$ cat src/rtl/addsub_serial.sv
// addsub_serial: digit-serial adder/subtractor.
// Computes in1 + in2 + cin (mode=0) or in1 - in2 - cin (mode=1). It processes
// DIGIT bits per clock, least significant digit first, so an operation takes
// N = WIDTH/DIGIT cycles after the start edge.
// Ports:
//   clk, rst              rising-edge clock, asynchronous active-high reset
//   start, mode, cin      request, add/sub select, carry/borrow-in (sampled when !busy)
//   in1, in2              WIDTH-bit operands (sampled with start)
//   busy                  operation in progress
//   done                  one-cycle pulse, result outputs valid
//   sum, cout, ovf, zero  registered result, carry/borrow-out, signed overflow, zero flag
module addsub_serial #(
    parameter int unsigned WIDTH = 8,
    parameter int unsigned DIGIT = 2
) (
    input  logic             clk,
    input  logic             rst,
    input  logic             start,
    input  logic             mode,
    input  logic [WIDTH-1:0] in1,
    input  logic [WIDTH-1:0] in2,
    input  logic             cin,
    output logic             busy,
    output logic             done,
    output logic [WIDTH-1:0] sum,
    output logic             cout,
    output logic             ovf,
    output logic             zero
);

    localparam int unsigned N     = WIDTH / DIGIT;
    localparam int unsigned CNT_W = (N > 1) ? $clog2(N) : 1;
    localparam int unsigned IDX_W = (WIDTH > 1) ? $clog2(WIDTH) : 1;

    typedef enum logic [1:0] {
        S_IDLE = 2'd0,
        S_RUN  = 2'd1,
        S_DONE = 2'd2
    } state_t;

    state_t             state_q, state_d;
    logic [WIDTH-1:0]   a_q, a_d;
    logic [WIDTH-1:0]   b_q, b_d;
    logic               mode_q, mode_d;
    logic               c_q, c_d;
    logic [WIDTH-1:0]   res_q, res_d;
    logic [CNT_W-1:0]   cnt_q, cnt_d;
    logic [WIDTH-1:0]   sum_q, sum_d;
    logic               cout_q, cout_d;
    logic               ovf_q, ovf_d;
    logic               zero_q, zero_d;
    logic               busy_q, busy_d;
    logic               done_q, done_d;

    logic [IDX_W-1:0]   base;
    logic [DIGIT:0]     digit_sum;
    logic [WIDTH-1:0]   res_next;

    // Bit offset of the digit handled this cycle.
    assign base = IDX_W'(32'(cnt_q) * DIGIT);

    // State and datapath registers.
    always_ff @(posedge clk or posedge rst) begin
        if (rst) begin
            state_q <= S_IDLE;
            a_q     <= '0;
            b_q     <= '0;
            mode_q  <= 1'b0;
            c_q     <= 1'b0;
            res_q   <= '0;
            cnt_q   <= '0;
            sum_q   <= '0;
            cout_q  <= 1'b0;
            ovf_q   <= 1'b0;
            zero_q  <= 1'b0;
            busy_q  <= 1'b0;
            done_q  <= 1'b0;
        end else begin
            state_q <= state_d;
            a_q     <= a_d;
            b_q     <= b_d;
            mode_q  <= mode_d;
            c_q     <= c_d;
            res_q   <= res_d;
            cnt_q   <= cnt_d;
            sum_q   <= sum_d;
            cout_q  <= cout_d;
            ovf_q   <= ovf_d;
            zero_q  <= zero_d;
            busy_q  <= busy_d;
            done_q  <= done_d;
        end
    end

    // Next-state, digit arithmetic and result commit.
    always_comb begin
        state_d  = state_q;
        a_d      = a_q;
        b_d      = b_q;
        mode_d   = mode_q;
        c_d      = c_q;
        res_d    = res_q;
        cnt_d    = cnt_q;
        sum_d    = sum_q;
        cout_d   = cout_q;
        ovf_d    = ovf_q;
        zero_d   = zero_q;
        busy_d   = 1'b0;
        done_d   = 1'b0;

        digit_sum = {1'b0, a_q[base +: DIGIT]} + {1'b0, b_q[base +: DIGIT]}
                  + (DIGIT + 1)'(c_q);
        // Placing each digit at its own offset is equivalent to shifting
        // digits in from the MSB side, LSB digit first.
        res_next = res_q;
        res_next[base +: DIGIT] = digit_sum[DIGIT-1:0];

        case (state_q)
            S_IDLE, S_DONE: begin
                if (start) begin
                    // Subtract as A + ~B + 1; borrow-in becomes an inverted carry-in.
                    a_d     = in1;
                    b_d     = mode ? ~in2 : in2;
                    mode_d  = mode;
                    c_d     = mode ^ cin;
                    cnt_d   = '0;
                    res_d   = '0;
                    busy_d  = 1'b1;
                    state_d = S_RUN;
                end else begin
                    state_d = S_IDLE;
                end
            end
            S_RUN: begin
                c_d    = digit_sum[DIGIT];
                res_d  = res_next;
                cnt_d  = cnt_q + CNT_W'(1);
                busy_d = 1'b1;
                if (cnt_q == CNT_W'(N - 1)) begin
                    state_d = S_DONE;
                    busy_d  = 1'b0;
                    done_d  = 1'b1;
                    cnt_d   = '0;
                    sum_d   = res_next;
                    // Borrow-out is the inverted final carry when subtracting.
                    cout_d  = mode_q ^ digit_sum[DIGIT];
                    ovf_d   = (a_q[WIDTH-1] == b_q[WIDTH-1])
                           && (res_next[WIDTH-1] != a_q[WIDTH-1]);
                    zero_d  = (res_next == '0);
                end
            end
            default: state_d = S_IDLE;
        endcase
    end

    assign busy = busy_q;
    assign done = done_q;
    assign sum  = sum_q;
    assign cout = cout_q;
    assign ovf  = ovf_q;
    assign zero = zero_q;

endmodule

$ cat config.mk
export PLATFORM = sky130hd
export DESIGN_NAME = addsub_serial
export DESIGN_NICKNAME = d
export VERILOG_FILES = /design/src/rtl/addsub_serial.sv
export SDC_FILE = /design/constraint.sdc
export NUM_CORES = 1
export LEC_CHECK = 0
export ABC_CLOCK_PERIOD_IN_PS = 3500
export CORE_ASPECT_RATIO = 1.5
export CORE_UTILIZATION = 30
export CTS_BUF_LIST = sky130_fd_sc_hd__clkbuf_8
export CTS_CLUSTER_SIZE = 24
export DETAILED_ROUTE_END_ITERATION = 10
export PLACE_DENSITY = 0.59
export SETUP_SLACK_MARGIN = 0.05
export SLEW_MARGIN = 20
export SYNTH_ARGS = -nofsm -noshare
export SYNTH_HDL_FRONTEND = slang
export SYNTH_SLANG_ARGS = --single-unit
$ cat constraint.sdc
create_clock -name clk -period 3.5 [get_ports clk]
set_clock_uncertainty 0.15 [all_clocks]
set_input_delay 0.7 -clock clk [delete_from_list [all_inputs] [get_ports clk]]
set_output_delay 0.7 -clock clk [all_outputs]
set_load 0.05 [all_outputs]
======== After elaboration in Yosys (flattened, before gate mapping) ========
Index checks and enable logic that the tools add are counted.
W data, S select, Z words.
operators by class
  equality and inequality tests ........... 7
  shifts and indexed selects .............. 4
  muxes and demuxes ....................... 17
  bitwise logic cells ..................... 3
  add/sub/neg operators ................... 4
  reduce and logical (&&, ||, !) cells .... 8
operators with widths
  operator                 count
  $mux W8                  2
  $pmux W8 S2              1
  $shiftx A8 B4 Y2         2
  $bwmux W8                1
  $logic_not A8 Y1         1
  $not A8 Y8               1
  $pmux W2 S2              2
  $shift A2 B5 Y8 const A  1
  $shiftx A2 B5 Y8         1
  $mux W1                  6
  $mux W2                  3
  $reduce_and A2 Y1        3
  $neg A3 Y5               1
  $eq A2 B2 Y1 const B     2
  $ne A2 B2 Y1 const B     2
  $pmux W1 S2              2
  $add A2 B2 Y3            1
  $add A3 B1 Y3            1
  $add A2 B1 Y2 const B    1
  $eq A2 B1 Y1 const B     1
  $logic_not A2 Y1         1
  $reduce_bool A2 Y1       1
  $reduce_or A2 Y1         1
  $xor A1 B1 Y1            2
  3 further kinds          3
word-level totals
  logic and storage cells ................. 56
  output and inout port bits .............. 13
  input port bits ......................... 21
  register bits after elaboration ......... 43

======== Longest topological paths before layout ========
  depth after elaboration ................. 7
  mapped depth ............................ 9

======== Worst setup path before layout ========
No wires, ideal clock.
  kind .................................... flip-flop to flip-flop
  start point ............................. reg cnt_q[0]
  end point ............................... reg ovf_q (netlist: ovf)
  arrival time ............................ 2.607 ns
  period minus slack after synthesis ...... 2.839 ns
  setup slack ............................. 0.661 ns
  cell stages (with the launch flop) ...... 10
  cell sequence ........................... dfrtp_1 buf_6 mux4_2 fa_1 inv_1 fa_1 nor2_2 a31oi_2 or3_1 a31oi_1
on the way
  longest elaborated chain between the ends .. 7
RTL lines
  element                 line  source
  start, declared         47    logic [CNT_W-1:0] cnt_q, cnt_d;
  start signal, assigned  85    cnt_q <= cnt_d;
  $shiftx A8 B4 Y2        111   digit_sum = {1'b0, a_q[base +: DIGIT]} + {1'b0, b_q[base +: DIGIT]}
  $add A2 B2 Y3           111
  $add A3 B1 Y3           112   + (DIGIT + 1)'(c_q);
  $shiftx A2 B5 Y8        116   res_next[base +: DIGIT] = digit_sum[DIGIT-1:0];
  $bwmux W8               116
  $ne A1 B1 Y1            148   && (res_next[WIDTH-1] != a_q[WIDTH-1]);
  $logic_and A1 B1 Y1     148
  end signal, assigned    88    ovf_q <= ovf_d;
  end, declared           50    logic ovf_q, ovf_d;
Parallel ways exist; a longest one is shown, timed or not.
A chain may end at the register's enable or synchronous reset.

======== Final worst setup path ========
  start point ............................. reg cnt_q[1]
  end point ............................... reg ovf_q (netlist: ovf)
The elaborated chain is that of the path after synthesis.

==> results.cfg <==
[detailed_routing]
viasPerCell = 4.73
drtIter0Drc = 45
drc_errors = 0
drt-met1-wl_um = 1610
dr.pass1.iters = 4
drt-total-wl_um = 3970
wl_met2_um = 2160
vias = 1423
routed-wl-met3_um = 134
top_layer = met4
antenna_left = 0
wl_per_cell_um = 13.2

[sta]
fmax_mhz = 333
worst_hold_slack_ns = 0.331
hold_violations = 0
period_needed_ns = 3.01
worst_slew_pin_slew_ns = 0.549
setup_violations = 0
worst_slew_margin_rel = 0.634
slew_viol_final = 0
tns_ns = 0
post-route-period-util = 0.859
rsz0062_at_grt = false

[run_status]
outcome = completed

[clock_network]
cts_buffers = 5
cts_buffer_depth = 2
clock-sinks = 43
clockRootBuffer = clkbuf_8
hold_buffers = 0
cts_htree_levels = 2
ctsResizeCount = 0
clkSlewWorstSetupHoldPaths_ns = 0.08
cts_setup_buffers = 0
cts_tree = built
clk_latency_ns = 0.29

[setup_path]
cp.arrival_ns = 3.07
path_class = register to register
crit_path_cell_trace = mux4_2 -> fa_1 -> inv_1 -> fa_1 -> nor2_2 -> a31oi_2 -> or3_1 -> a31oi_1
worstPathRequired_ns = 3.57
end_kind = register
slowest_stage = mux4_2
setup.worst_path.start_class = register
critPathMostFrequentCell = fa_1
crit_path_max_incr_delay_ns = 0.57
worstPathMaxFanout = 9

[synth]
synth_edf_count = 0
ys_async_sr_fraction = 1.00
syn-num-nets = 218
ys_ff_latch = 43
syn_inst = 189
yosysWarnings = 0
synth-seq-area-share = 0.519
synth_cell_types = 33
synth.cell_area_um2 = 2070
synth_flop_cell = dfrtp_1
avgSynthCellArea_um2 = 11.0

[global_route]
overflow = 0
grt_max_degree = 44
antenna_found_initial = 0
globalRouteTotalUtil = 0.120
grt_pass1_vias = 1524
grt_pass1_wl_um = 7050

[placement]
place_hpwl_um = 3030
place_congestion = 0.779
port_buffers = 33
place_inst = 293

[floorplanning]
initial_core_util = 0.315
core_area_um2 = 6580
die_area_um2 = 7250
die_x_um = 69.9
rows = 36
ios = 34
fp.dieH_um = 104

[finish]
drive_gt1_frac = 0.124
fillers = 653
layout.cells.non_filler = 301
antenna_cells = 0
final_nets = 253
syn_to_final_growth_pct = 24.5

[worst_hold_path]
hold_class = register to register

[power_and_ir_drop]
vdd_ir_drop_max_uv = 419
p_leak_nw = 1.11
power_density_nw_per_um2 = 951

[flow_run]
drv_cap = 0
[Yosys cell counts, types with 2 or more instances]
| cell type | instances | area, µm² |
|---|---|---|
| dfrtp_1 | 43 | 1080 |
| nand2_1 | 29 | 109 |
| o21ai_0 | 27 | 135 |
| nor2b_1 | 10 | 62.6 |
| mux2_2 | 9 | 101 |
| xnor2_1 | 9 | 78.8 |
| inv_1 | 8 | 30.0 |
| a31oi_1 | 6 | 37.5 |
| ha_1 | 6 | 75.1 |
| nor2_1 | 5 | 18.8 |
| buf_2 | 4 | 20.0 |
| mux4_2 | 4 | 90.1 |
| clkbuf_1 | 3 | 11.3 |
| nand2b_1 | 3 | 18.8 |
| a41oi_1 | 2 | 17.5 |
| fa_1 | 2 | 40.0 |
| o221ai_1 | 2 | 17.5 |
| o31ai_1 | 2 | 15.0 |
[flip-flops by register name, summed over array words and instances (netlist names), 2 cells and up]
register / flops
state_q: 2
a_q: 8
sum: 8
res_q: 8
cnt_q: 2
b_q: 8
[worst paths after layout]
kind | start | to | slack, ns | depth (start not counted)
min reg2reg | sum[2] | sum[2] | 0.33 | 2
min | sum[2] | sum[2] | 0.33 | 2
max in group asynchronous | rst | a_q[0] | 2.12 | 3
max reg2reg | cnt_q[1] | ovf | 0.49 | 8
max | cnt_q[1] | ovf | 0.49 | 8
min in group asynchronous | rst | busy | 0.69 | 3
[layout by cell type (no fill, tap or decap), types with 3 or more instances in the layout]
cell,n
clkbuf_8,7
inv_1,9
nand2_1,29
nand2b_1,3
buf_4,4
nor2_1,5
mux4_2,4
mux2_2,9
dfrtp_1,43
xnor2_1,9
o21ai_0,27
nor2b_1,10
clkdlybuf4s50_1,33
a31oi_1,6
ha_1,6
[logic make-up (layout without fill, tap and decap cells)]
kind of cell	Yosys count	after routing	synth area share
AND/OR/NAND/NOR	55	55	0.129
flip-flops	43	43	0.519
AO/OA/AOI/OAI	41	41	0.118
buffers and inverters	18	54	0.0392
multiplexers	14	14	0.0972
XOR/XNOR	10	10	0.0422
adder cells (fa/ha/maj)	8	8	0.0555
[layout make-up]
type	count	area, µm²	area share
inverters	9	33.8	0.0131
clock buffers	7	96.3	0.0373
clock inverters	1	3.75	0.00145
multi-input cells	128	916	0.355
well taps	76	95.1	0.0368
repair buffers	37	360	0.140
flip-flops and latches	43	1080	0.417
[worst max-delay path, delay by kind of cell, from the launching register on]
| family | cells | cell delay, ns |
|---|---|---|
| buf+inv | 1 | 0.08 |
| flops | 1 | 0.55 |
| mux | 1 | 0.57 |
| compound gates | 2 | 0.29 |
| simple gates | 2 | 0.45 |
| fa+ha+maj | 2 | 0.83 |
[power by group]
group,internal [mW],switching (mW)
clock network,0.177,0.163
registers,0.708,0.144
logic,0.528,0.736
[layer usage]
| layer | up-vias | GRT usage |
|---|---|---|
| met1 | 675 | 0.134 |
| met4 | 0 | 0.0414 |
| met3 | 8 | 0.0253 |
| met5 | - | 0 |
| li1 | 712 | - |
| met2 | 28 | 0.223 |
[stage by stage]
stage                util  worst slack, ns  power, mW  instance area, µm²
floorplan               -            0.661       1.80                2070
global placement    0.377            0.566       2.13                2480
detailed placement  0.377            0.502       2.15                2480
CTS                 0.393            0.481       2.49                2580
global route        0.393            0.342       2.66                2580
finish              0.393            0.494       2.46                2580
(Power assumes the default switching activity.)
